===== src/rtl/multicycle_controller.sv =====
// multicycle_controller: RV32I multicycle sequencer; decodes op/funct3/funct7b5/zero into PC, memory, register-file, mux-select and ALU-control lines
module multicycle_controller (
    input  logic       clk,
    input  logic       reset,
    input  logic [6:0] op,
    input  logic [2:0] funct3,
    input  logic       funct7b5,
    input  logic       zero,
    output logic       PCWrite,
    output logic       AdrSrc,
    output logic       IRWrite,
    output logic       RegWrite,
    output logic       MemWrite,
    output logic [1:0] ResultSrc,
    output logic [1:0] ALUSrcA,
    output logic [1:0] ALUSrcB,
    output logic [1:0] ImmSrc,
    output logic [2:0] ALUControl,
    output logic       illegal_op
);
    typedef enum logic [3:0] {
        FETCH, DECODE, MEMADR, MEMREAD, MEMWB, MEMWRITE,
        EXECR, EXECI, ALUWB, BEQ, JAL
    } state_t;
    localparam logic [6:0] OP_LW = 7'b0000011, OP_SW = 7'b0100011, OP_R = 7'b0110011,
                           OP_I = 7'b0010011, OP_BEQ = 7'b1100011, OP_JAL = 7'b1101111;
    localparam logic [1:0] ALU_ADD = 2'b00, ALU_SUB = 2'b01, ALU_FUNCT = 2'b10;
    state_t state, next;
    logic [1:0] alu_op;
    always_ff @(posedge clk or posedge reset)
        if (reset) state <= FETCH;
        else       state <= next;
    always_comb begin
        next = FETCH;
        case (state)
            FETCH:  next = DECODE;
            DECODE: next = (op == OP_LW || op == OP_SW) ? MEMADR :
                           (op == OP_R)   ? EXECR :
                           (op == OP_I)   ? EXECI :
                           (op == OP_BEQ) ? BEQ :
                           (op == OP_JAL) ? JAL : FETCH;
            MEMADR:  next = (op == OP_LW) ? MEMREAD : MEMWRITE;
            MEMREAD: next = MEMWB;
            EXECR:   next = ALUWB;
            EXECI:   next = ALUWB;
            JAL:     next = ALUWB;
            default: next = FETCH;
        endcase
    end
    always_comb begin
        PCWrite    = 1'b0;
        AdrSrc     = 1'b0;
        IRWrite    = 1'b0;
        RegWrite   = 1'b0;
        MemWrite   = 1'b0;
        ResultSrc  = 2'b00;
        ALUSrcA    = 2'b00;
        ALUSrcB    = 2'b00;
        alu_op     = ALU_ADD;
        illegal_op = 1'b0;
        case (state)
            FETCH: begin
                IRWrite   = 1'b1;
                PCWrite   = 1'b1;
                ALUSrcB   = 2'b10;
                ResultSrc = 2'b10;
            end
            DECODE: begin
                ALUSrcA    = 2'b01;
                ALUSrcB    = 2'b01;
                illegal_op = !(op inside {OP_LW, OP_SW, OP_R, OP_I, OP_BEQ, OP_JAL});
            end
            MEMADR: begin
                ALUSrcA = 2'b10;
                ALUSrcB = 2'b01;
            end
            MEMREAD: AdrSrc = 1'b1;
            MEMWB: begin
                ResultSrc = 2'b01;
                RegWrite  = 1'b1;
            end
            MEMWRITE: begin
                AdrSrc   = 1'b1;
                MemWrite = 1'b1;
            end
            EXECR: begin
                ALUSrcA = 2'b10;
                alu_op  = ALU_FUNCT;
            end
            EXECI: begin
                ALUSrcA = 2'b10;
                ALUSrcB = 2'b01;
                alu_op  = ALU_FUNCT;
            end
            ALUWB: RegWrite = 1'b1;
            BEQ: begin
                ALUSrcA = 2'b10;
                alu_op  = ALU_SUB;
                PCWrite = zero;
            end
            JAL: begin
                ALUSrcA = 2'b01;
                ALUSrcB = 2'b10;
                PCWrite = 1'b1;
            end
            default: ;
        endcase
    end
    always_comb begin
        ImmSrc = (op == OP_SW) ? 2'b01 : (op == OP_BEQ) ? 2'b10 : (op == OP_JAL) ? 2'b11 : 2'b00;
        ALUControl = (alu_op == ALU_SUB) ? 3'b001 :
                     (alu_op != ALU_FUNCT) ? 3'b000 :
                     (funct3 == 3'b000) ? ((op[5] & funct7b5) ? 3'b001 : 3'b000) :
                     (funct3 == 3'b010) ? 3'b101 :
                     (funct3 == 3'b110) ? 3'b011 :
                     (funct3 == 3'b111) ? 3'b010 : 3'b000;
    end
endmodule


===== config.mk =====
export PLATFORM = sky130hd
export DESIGN_NAME = multicycle_controller
export DESIGN_NICKNAME = d
export VERILOG_FILES = /design/src/rtl/multicycle_controller.sv
export SDC_FILE = /design/constraint.sdc
export NUM_CORES = 1
export LEC_CHECK = 0
export ABC_AREA = 0
export CAP_MARGIN = 40
export CORE_AREA = 8 8 48 50
export CTS_CLUSTER_DIAMETER = 60
export DETAILED_ROUTE_END_ITERATION = 10
export DIE_AREA = 0 0 56 58
export HOLD_SLACK_MARGIN = 0.15
export PLACE_DENSITY = 0.76
export REMOVE_ABC_BUFFERS = 1
export SYNTH_ARGS = -nofsm -noshare
export SYNTH_HDL_FRONTEND = slang
export SYNTH_SLANG_ARGS = --single-unit

===== constraint.sdc =====
create_clock -name clk -period 1.4 [get_ports clk]
set_input_delay 0.28 -clock clk [delete_from_list [all_inputs] [get_ports clk]]
set_output_delay 0.28 -clock clk [all_outputs]
set_load 0.05 [all_outputs]

==> reports/qor.txt, run 1 <==
Num CTS Buffers = 3
Yosys cell types = 32
routability cong. = 0.823
sequential fraction of the synthesis area = 17.6%
Async S/R FF share, synth = 100%
die outline height = 58 um
outcome = did not finish
row count = 15
Detail Placement HPWL = 1.69 mm
Failed at = 5_1_grt
Post-synth EDFFs = 0
H-tree levels = 1
Boundary Pins = 31
Port Buffers = 30
Hold-fix buffers, CTS = 0
CTS Buffer Depth = 2
Post-synth top cells = nor3_1, nand2_1, nor2_1
Tool Error = [ERROR DPL-0038] Utilization greater than 100%, impossible to legalize
worst endpoint after global-route timing repair = ALUControl[0]
starting density of the core = 35.3%
synthesis-stage register bit count = 4
yosys warns = 0
Die X-Extent = 56 um
root buf cell = clkbuf_4
Mean Syn Cell Area = 7.69 um^2
count leader, synth = nor3_1
DP Area = 1210 um^2
top_reg_cell synth = dfrtp_1
ranking of synthesized cells by area = dfrtp_1, buf_6, nor3_1
Synth Instances = 74
share of the synthesized area in the top cell type = 17.6%
largest net degree at the start of global routing = 9
clock tree sinks = 4
worst endpoint type = top-level output
area of the mapped netlist = 569 um^2
area leader, netlist = dfrtp_1
## logic make-up after synthesis
kind of cell / synth area share [%]
simple gates: 36.9
buf+inv: 16.0
xor+xnor: 6.15
flops: 17.6
compound gates: 23.3
## through the flow
| stage | instances | setup slack (ns) | hold slack, ns | utilization (%) |
|---|---|---|---|---|
| after floorplan | 66 | -2.33 | 0.0461 | - |
| after global placement | 145 | -0.411 | 0.475 | 75.1 |
| after detailed placement | 145 | -0.436 | 0.479 | 75.1 |
| after CTS | 152 | -0.331 | 0.235 | 88.0 |
## timing repair
action                                  4_1_cts
cloned                                        0
resized for setup                            63
pin swaps                                    17
setup buffers                                 4
endpoints found under the setup margin       18
==> inputs of run 2 (changes only) <==
CORE_AREA = 8 8 69 71   (was 8 8 48 50)
CTS_CLUSTER_DIAMETER = unset   (was 60)
DIE_AREA = 0 0 77 79   (was 0 0 56 58)
HOLD_SLACK_MARGIN = unset   (was 0.15)
PLACE_DENSITY = unset   (was 0.76)
PLACE_DENSITY_LB_ADDON = 0.15   (was unset)
==> run 2 against run 1 <==
  * The flow now finishes, with violations (setup timing)
  * Synthesized cell count did not move
  * Area after synthesis unchanged
==> reports/qor.txt, run 2 <==
outcome = complete, but fails checks
failing checks = setup timing
WL/cell = 12.9 um
Max-Cap Viols = 0
final slew viol count = 0
CTS Buffer Depth = 2 (unchanged)
Nets = 155
Reg with most FFs = state
root buf cell = clkbuf_8
period utilization = 119%
first drt pass iteration count = 2
dpl cells = 176 (+21%)
top_reg_cell synth = dfrtp_1
Boundary Pins = 31 (unchanged)
drc violations = 0
Num CTS Buffers = 3 (unchanged)
Worst Slack Setup Final = -0.262 ns
Detail Placement HPWL = 1.76 mm (+4.3%)
Worst VDD drop = 0.702 mV
drt via density = 4.22
synthesis-stage register bit count = 4 (unchanged)
ranking of synthesized cells by area = dfrtp_1, buf_6, nor3_1
Syn-to-layout area delta = 186%
total die area = 6080 um^2
Crit. Startpoint = state[1]$_DFF_PP0_
share of the synthesized area in the top cell type = 17.6% (unchanged)
Hold Crit Class = primary input to async pin
worst relative slew slack = 71.6%
endpoints failing setup = 16
Hold-fix buffers, CTS = 0 (unchanged)
Port Buffers = 30 (unchanged)
count leader, synth = nor3_1
fin cells = 189
Post-synth top cells = nor3_1, nand2_1, nor2_1
yosys warns = 0 (unchanged)
Post-Synth Simple-Gate Area = 36.9% (unchanged)
routability cong. = 0.750 (-9.0%)
CTS tree = yes
sequential fraction of the synthesis area = 17.6% (unchanged)
worst flop-to-flop path endpoint = state[1]$_DFF_PP0_
Worst R2R Path Depth = 4
area of the mapped netlist = 569 um^2 (unchanged)
crit path kind = flip-flop to primary output
Synth Instances = 74 (unchanged)
Post-synth EDFFs = 0 (unchanged)
DR iter-0 viols = 34
largest net degree at the start of global routing = 10
fraction of layout cells with a size suffix above 1 = 75.5%
Fin Setup TNS = -3.30 ns
CP arrival = 1.38 ns
post-placement worst setup slack = -0.436 ns (-0.000121 ns)
largest family of logic cells by synthesized area = simple AND/OR/NAND/NOR gates
area leader, netlist = dfrtp_1
Mean Syn Cell Area = 7.69 um^2 (unchanged)
most common cell after layout, fill and taps aside = buf_4
critical-path maximum fanout = 7
RR Startpoint = state[2]$_DFF_PP0_
first-pass GRT wire length = 3.85 mm
row count = 23 (+8)
Async S/R FF share, synth = 100% (unchanged)
final antenna-violating net count = 0
n_diodes = 0
CP required = 1.12 ns
Critical Path Start Type = flip-flop
endpoints failing hold = 0
clock tree sinks = 4 (unchanged)
die outline height = 79 um (+36%)
largest registers = state x4
Synth Area in XOR/XNOR = 6.15% (unchanged)
mux contribution to synthesized area = 0% (unchanged)
post-synthesis adder-cell area fraction = 0% (unchanged)
Least-Margin Pin Slew = 0.420 ns
Fin Clk Skew = 0.00122 ns
Total GRT Usage = 7.56%
CORE AREA = 3800 um^2
RSZ-0062 raised after global routing = true
final wirelength = 2.44 mm
grt ovf = 0
number of global-route vias before repair = 841
Leak Pwr = 0.000683 uW
r2r setup slk = 0.05 ns
highest clock rate = 0.602 GHz
crit end category = primary output
Die X-Extent = 77 um (+38%)
Yosys cell types = 32 (unchanged)
starting density of the core = 15.0% (-20 points)
Synth Area in Compound Gates = 23.3% (unchanged)
Worst-path clk slew = 0.03 ns
via count = 797
initial antenna violation count = 0
Setup crit end = IRWrite
max reg flops = 4
Final min period = 1.66 ns
H-tree levels = 1 (unchanged)
commonest non-fill, non-tap cells in the layout = buf_4, buf_12, buf_6
clk_lat worst skew = 0.21 ns
Power Dens Cells = 1300 nW/um^2
run 2: critical path: stages (launching register included):
cell     delay (ns)
dfrtp_2        0.46
buf_6          0.17
nor4_4         0.23
buf_4          0.17
buf_12         0.13
run 2: worst min path at each step:
stage | start | to | slack [ns] | cells after the start
global route | reset | state[3]$_DFF_PP0_ | 0.27 | 2
global placement | reset | state[2]$_DFF_PP0_ | 0.48 | 2
CTS | reset | state[2]$_DFF_PP0_ | 0.25 | 2
detailed placement | reset | state[2]$_DFF_PP0_ | 0.48 | 2
finish | reset | state[2]$_DFF_PP0_ | 0.25 | 2
floorplan | reset | state[0]$_DFF_PP0_ | 0.05 | 1
run 2: cell type report:
class / instances / area (um^2)
tap: 50 / 62.6
fill: 391 / 2170
timing repair buffer: 70 / 790
sequential: 4 / 103
clock buffer: 3 / 41.3
multi-input combinational: 58 / 616
inverter: 4 / 18.8
run 2: report_power, final:
| group | leakage (uW) | switching, uW | internal (uW) |
|---|---|---|---|
| logic | 0.000610 | 869 | 843 |
| registers | 0.0000506 | 32.9 | 137 |
| clock network | 0.0000216 | 55.2 | 183 |
run 2: through the flow:
step           utilization, %  cell area [um^2]  power, uW  hold WS, ns
3_3_place_gp             32.6              1240       1560        0.477
5_1_grt                  42.9              1630       2220        0.272
4_1_cts                  39.8              1510       2010        0.253
2_1_floorplan               -               493        767       0.0461
3_5_place_dp             32.6              1240       1570        0.479
6_report                 42.9              1630       2120        0.251
run 2: metal layers:
metal  track usage (%)  vias to the layer above  wire length (um)
li1                  -                      398                 -
met1              8.04                      375               900
met2              13.6                       22              1390
met3              1.92                        2               125
met4              3.96                        0                27
met5                 0                        -                 0
run 2: timing repair:
action,in CTS,in global routing
endpoints found under the setup margin,19,18
resized for setup,69,22
pin swaps,15,11
hold endpoints to repair,0,0
setup buffers,9,1
run 2: cell families (layout without fill, tap and decap cells):
group	after synthesis	in the layout
flops	4	4
buf+inv	12	77
xor+xnor	4	4
compound gates	17	17
simple gates	37	37
Power figures use the tool's default switching activity.
==> inputs of run 3 (changes only) <==
DONT_BUFFER_PORTS = 1   (was unset)
SETUP_SLACK_MARGIN = 0.15   (was unset)
==> run 3 against run 2 <==
  * Design area down 24%
  * The flow still finishes with violations (setup timing)
  * Sequential share of layout area up 2.0 points
  * Clock skew about the same
  * First-iteration DRC count down 41%
  * Clock power about the same
  * Cell count down 13%
  * Worst hold slack better by 0.10 ns
  * Critical path type unchanged
  * Total power down 17%
  * Global-route usage down 0.79 points
==> reports/qor.txt, run 3 (synthesis results as in run 2) <==
Hold Crit Class = primary input to flip-flop
Clock Power Share = 13.5% (+2.3 points)
post-placement worst setup slack = -0.172 ns (+0.264 ns)
sequential cell area = 103 um^2 (unchanged)
die outline height = 79 um (unchanged)
final antenna-violating net count = 0 (unchanged)
Int Pwr = 897 uW (-23%)
failing checks = setup timing
Boundary Pins = 31 (unchanged)
Leak Pwr = 0.000517 uW (-24%)
largest net degree at the start of global routing = 11 (+1)
Detail Placement HPWL = 1.63 mm (-7.0%)
Total GRT Usage = 6.78% (-0.79 points)
Worst VDD drop = 0.882 mV (+26%)
CP Buf/Inv Count = 1 (-2)
root buf cell = clkbuf_8
Die X-Extent = 77 um (unchanged)
HP Start = op[4]
grt ovf = 0 (unchanged)
CP arrival = 1.39 ns (about the same)
first drt pass iteration count = 3 (+1)
worst flop-to-flop path endpoint = state[2]$_DFF_PP0_
drt via density = 4.33 (+2.6%)
Worst R2R Path Depth = 4 (unchanged)
Cells on Worst Hold Path = 2
Switching Power = 858 uW (-10%)
Final min period = 1.67 ns (+0.00821 ns)
crit end category = primary output
largest registers = state x4
worst relative slew slack = 74.0% (+2.4 points)
clock tree sinks = 4 (unchanged)
Switching Fraction = 48.9% (+3.7 points)
crit path kind = flip-flop to primary output
r2r setup slk = 0.13 ns (+0.08 ns)
most common cell after layout, fill and taps aside = buf_4
clk_lat worst skew = 0.21 ns (about the same)
fin cells = 165 (-13%)
FILL cells = 421 (+7.7%)
Logic pwr share = 76.3% (-4.5 points)
dpl cells = 152 (-14%)
RSZ-0062 raised after global routing = true
critical-path maximum fanout = 4 (-3)
WL/cell = 13.1 um (+1.2%)
period utilization = 119% (+0.59 points)
Port Buffers = 0 (-100%)
CP max-delay cell = dfrtp_1
initial antenna violation count = 0 (unchanged)
endpoints failing hold = 0 (unchanged)
endpoints failing setup = 15 (-1)
Min-Delay Endpoint = state[2]$_DFF_PP0_
Num CTS Buffers = 3 (unchanged)
final wirelength = 2.16 mm (-12%)
final slew viol count = 0 (unchanged)
commonest non-fill, non-tap cells in the layout = buf_4, buf_6, nor3_2
via count = 714 (-10%)
CORE AREA = 3800 um^2 (unchanged)
Max-Cap Viols = 0 (unchanged)
max reg flops = 4 (unchanged)
Sequential Power Share = 10.2% (+2.2 points)
first-pass GRT wire length = 3.32 mm (-14%)
row count = 23 (unchanged)
Critical Path Start Type = flip-flop
CTS Buffer Depth = 2 (unchanged)
DR iter-0 viols = 20 (-41%)
Reg with most FFs = state
fraction of layout cells with a size suffix above 1 = 69.6% (-6.0 points)
outcome = complete, but fails checks
Syn-to-layout area delta = 117%
gate family responsible for the most delay along the worst path = flip-flops
starting density of the core = 15.0% (unchanged)
Worst-path clk slew = 0.03 ns (about the same)
Nets = 131 (-15%)
drc violations = 0 (unchanged)
CTS tree = yes
routability cong. = 0.722 (-3.6%)
number of global-route vias before repair = 682 (-19%)
n_diodes = 0 (unchanged)
Least-Margin Pin Slew = 0.386 ns (-0.0341 ns)
RR Startpoint = state[0]$_DFF_PP0_
H-tree levels = 1 (unchanged)
highest clock rate = 0.599 GHz (-0.49%)
CP required = 1.12 ns (about the same)
crit-path max cell delay = 0.40 ns (-0.06 ns)
CP cell instances = nor2b_4 > nand2_2 > o32ai_2 > buf_6
Fin Clk Skew = 0.000806 ns (-0.000417 ns)
Power Dens Cells = 1420 nW/um^2 (+9.2%)
Worst Slack Setup Final = -0.271 ns (-0.00821 ns)
area of the multi-input gates = 569 um^2 (-7.5%)
total die area = 6080 um^2 (unchanged)
run 3: cell types whose count changed in the layout (fill, tap and decap cells not counted), sizes merged:
cell,change
inv,+1
dlymetal6s2s,-1
clkdlybuf4s50,-5
clkinvlp,-1
buf,-19
dlygate4sd3,+1
run 3: through the flow:
step / power [uW] / TNS, ns / hold slack, ns / cell area, um^2 / utilization [%]
detailed placement: 1280 / -0.906 / 0.0596 / 873 / 23.0
global route: 1860 / -3.95 / 0.363 / 1240 / 32.5
finish: 1750 / -3.03 / 0.355 / 1240 / 32.5
floorplan: 767 / -12.22 / 0.0461 / 493 / -
global placement: 1280 / -0.708 / 0.0639 / 873 / 23.0
CTS: 1620 / -3.52 / 0.361 / 1030 / 27.1
run 3: power by group through the flow:
stage | Clock (uW) | Sequential (uW) | Combinational, uW
6_report | 237 | 179 | 1340
5_1_grt | 264 | 180 | 1420
4_1_cts | 245 | 177 | 1200
3_5_place_dp | 0 | 167 | 1110
3_3_place_gp | 0 | 167 | 1110
2_1_floorplan | 0 | 176 | 591
run 3: how the worst max path moves through the flow:
| stage | startpoint | end | slack [ns] | cells after the start |
|---|---|---|---|---|
| 6_report | state[2]$_DFF_PP0_ | ALUControl[0] | -0.27 | 4 |
| 2_1_floorplan | state[1]$_DFF_PP0_ | IRWrite | -2.33 | 1 |
| 3_3_place_gp | state[2]$_DFF_PP0_ | ALUControl[0] | -0.15 | 4 |
| 3_5_place_dp | state[2]$_DFF_PP0_ | ALUControl[0] | -0.17 | 4 |
| 4_1_cts | state[1]$_DFF_PP0_ | illegal_op | -0.32 | 4 |
| 5_1_grt | state[3]$_DFF_PP0_ | PCWrite | -0.32 | 5 |
run 3: cell type report:
class,count,share of cell area [%]
Multi-Input combinational cell,58,46.1
Tap cell,50,5.06
Inverter,4,1.21
Timing Repair Buffer,46,36.0
Clock buffer,3,3.34
Sequential cell,4,8.30
run 3: repair_timing:
action	4_1_cts	5_1_grt
endpoints found under the setup margin	18	20
hold buffers	1	0
pin swaps	5	14
gates cloned	0	1
gates resized for setup	24	29
endpoints found under the hold margin	4	0
buffers inserted	1	7
run 3: layer usage:
metal  GRT usage, %  vias to the layer above  part of all wire (%)  wire [um]
li1               -                      354                     -          -
met1           8.14                      330                    43        936
met2           10.4                       26                    48       1030
met3           1.58                        4                   6.3        136
met4           5.09                        0                   2.3         50
met5              0                        -                     0          0
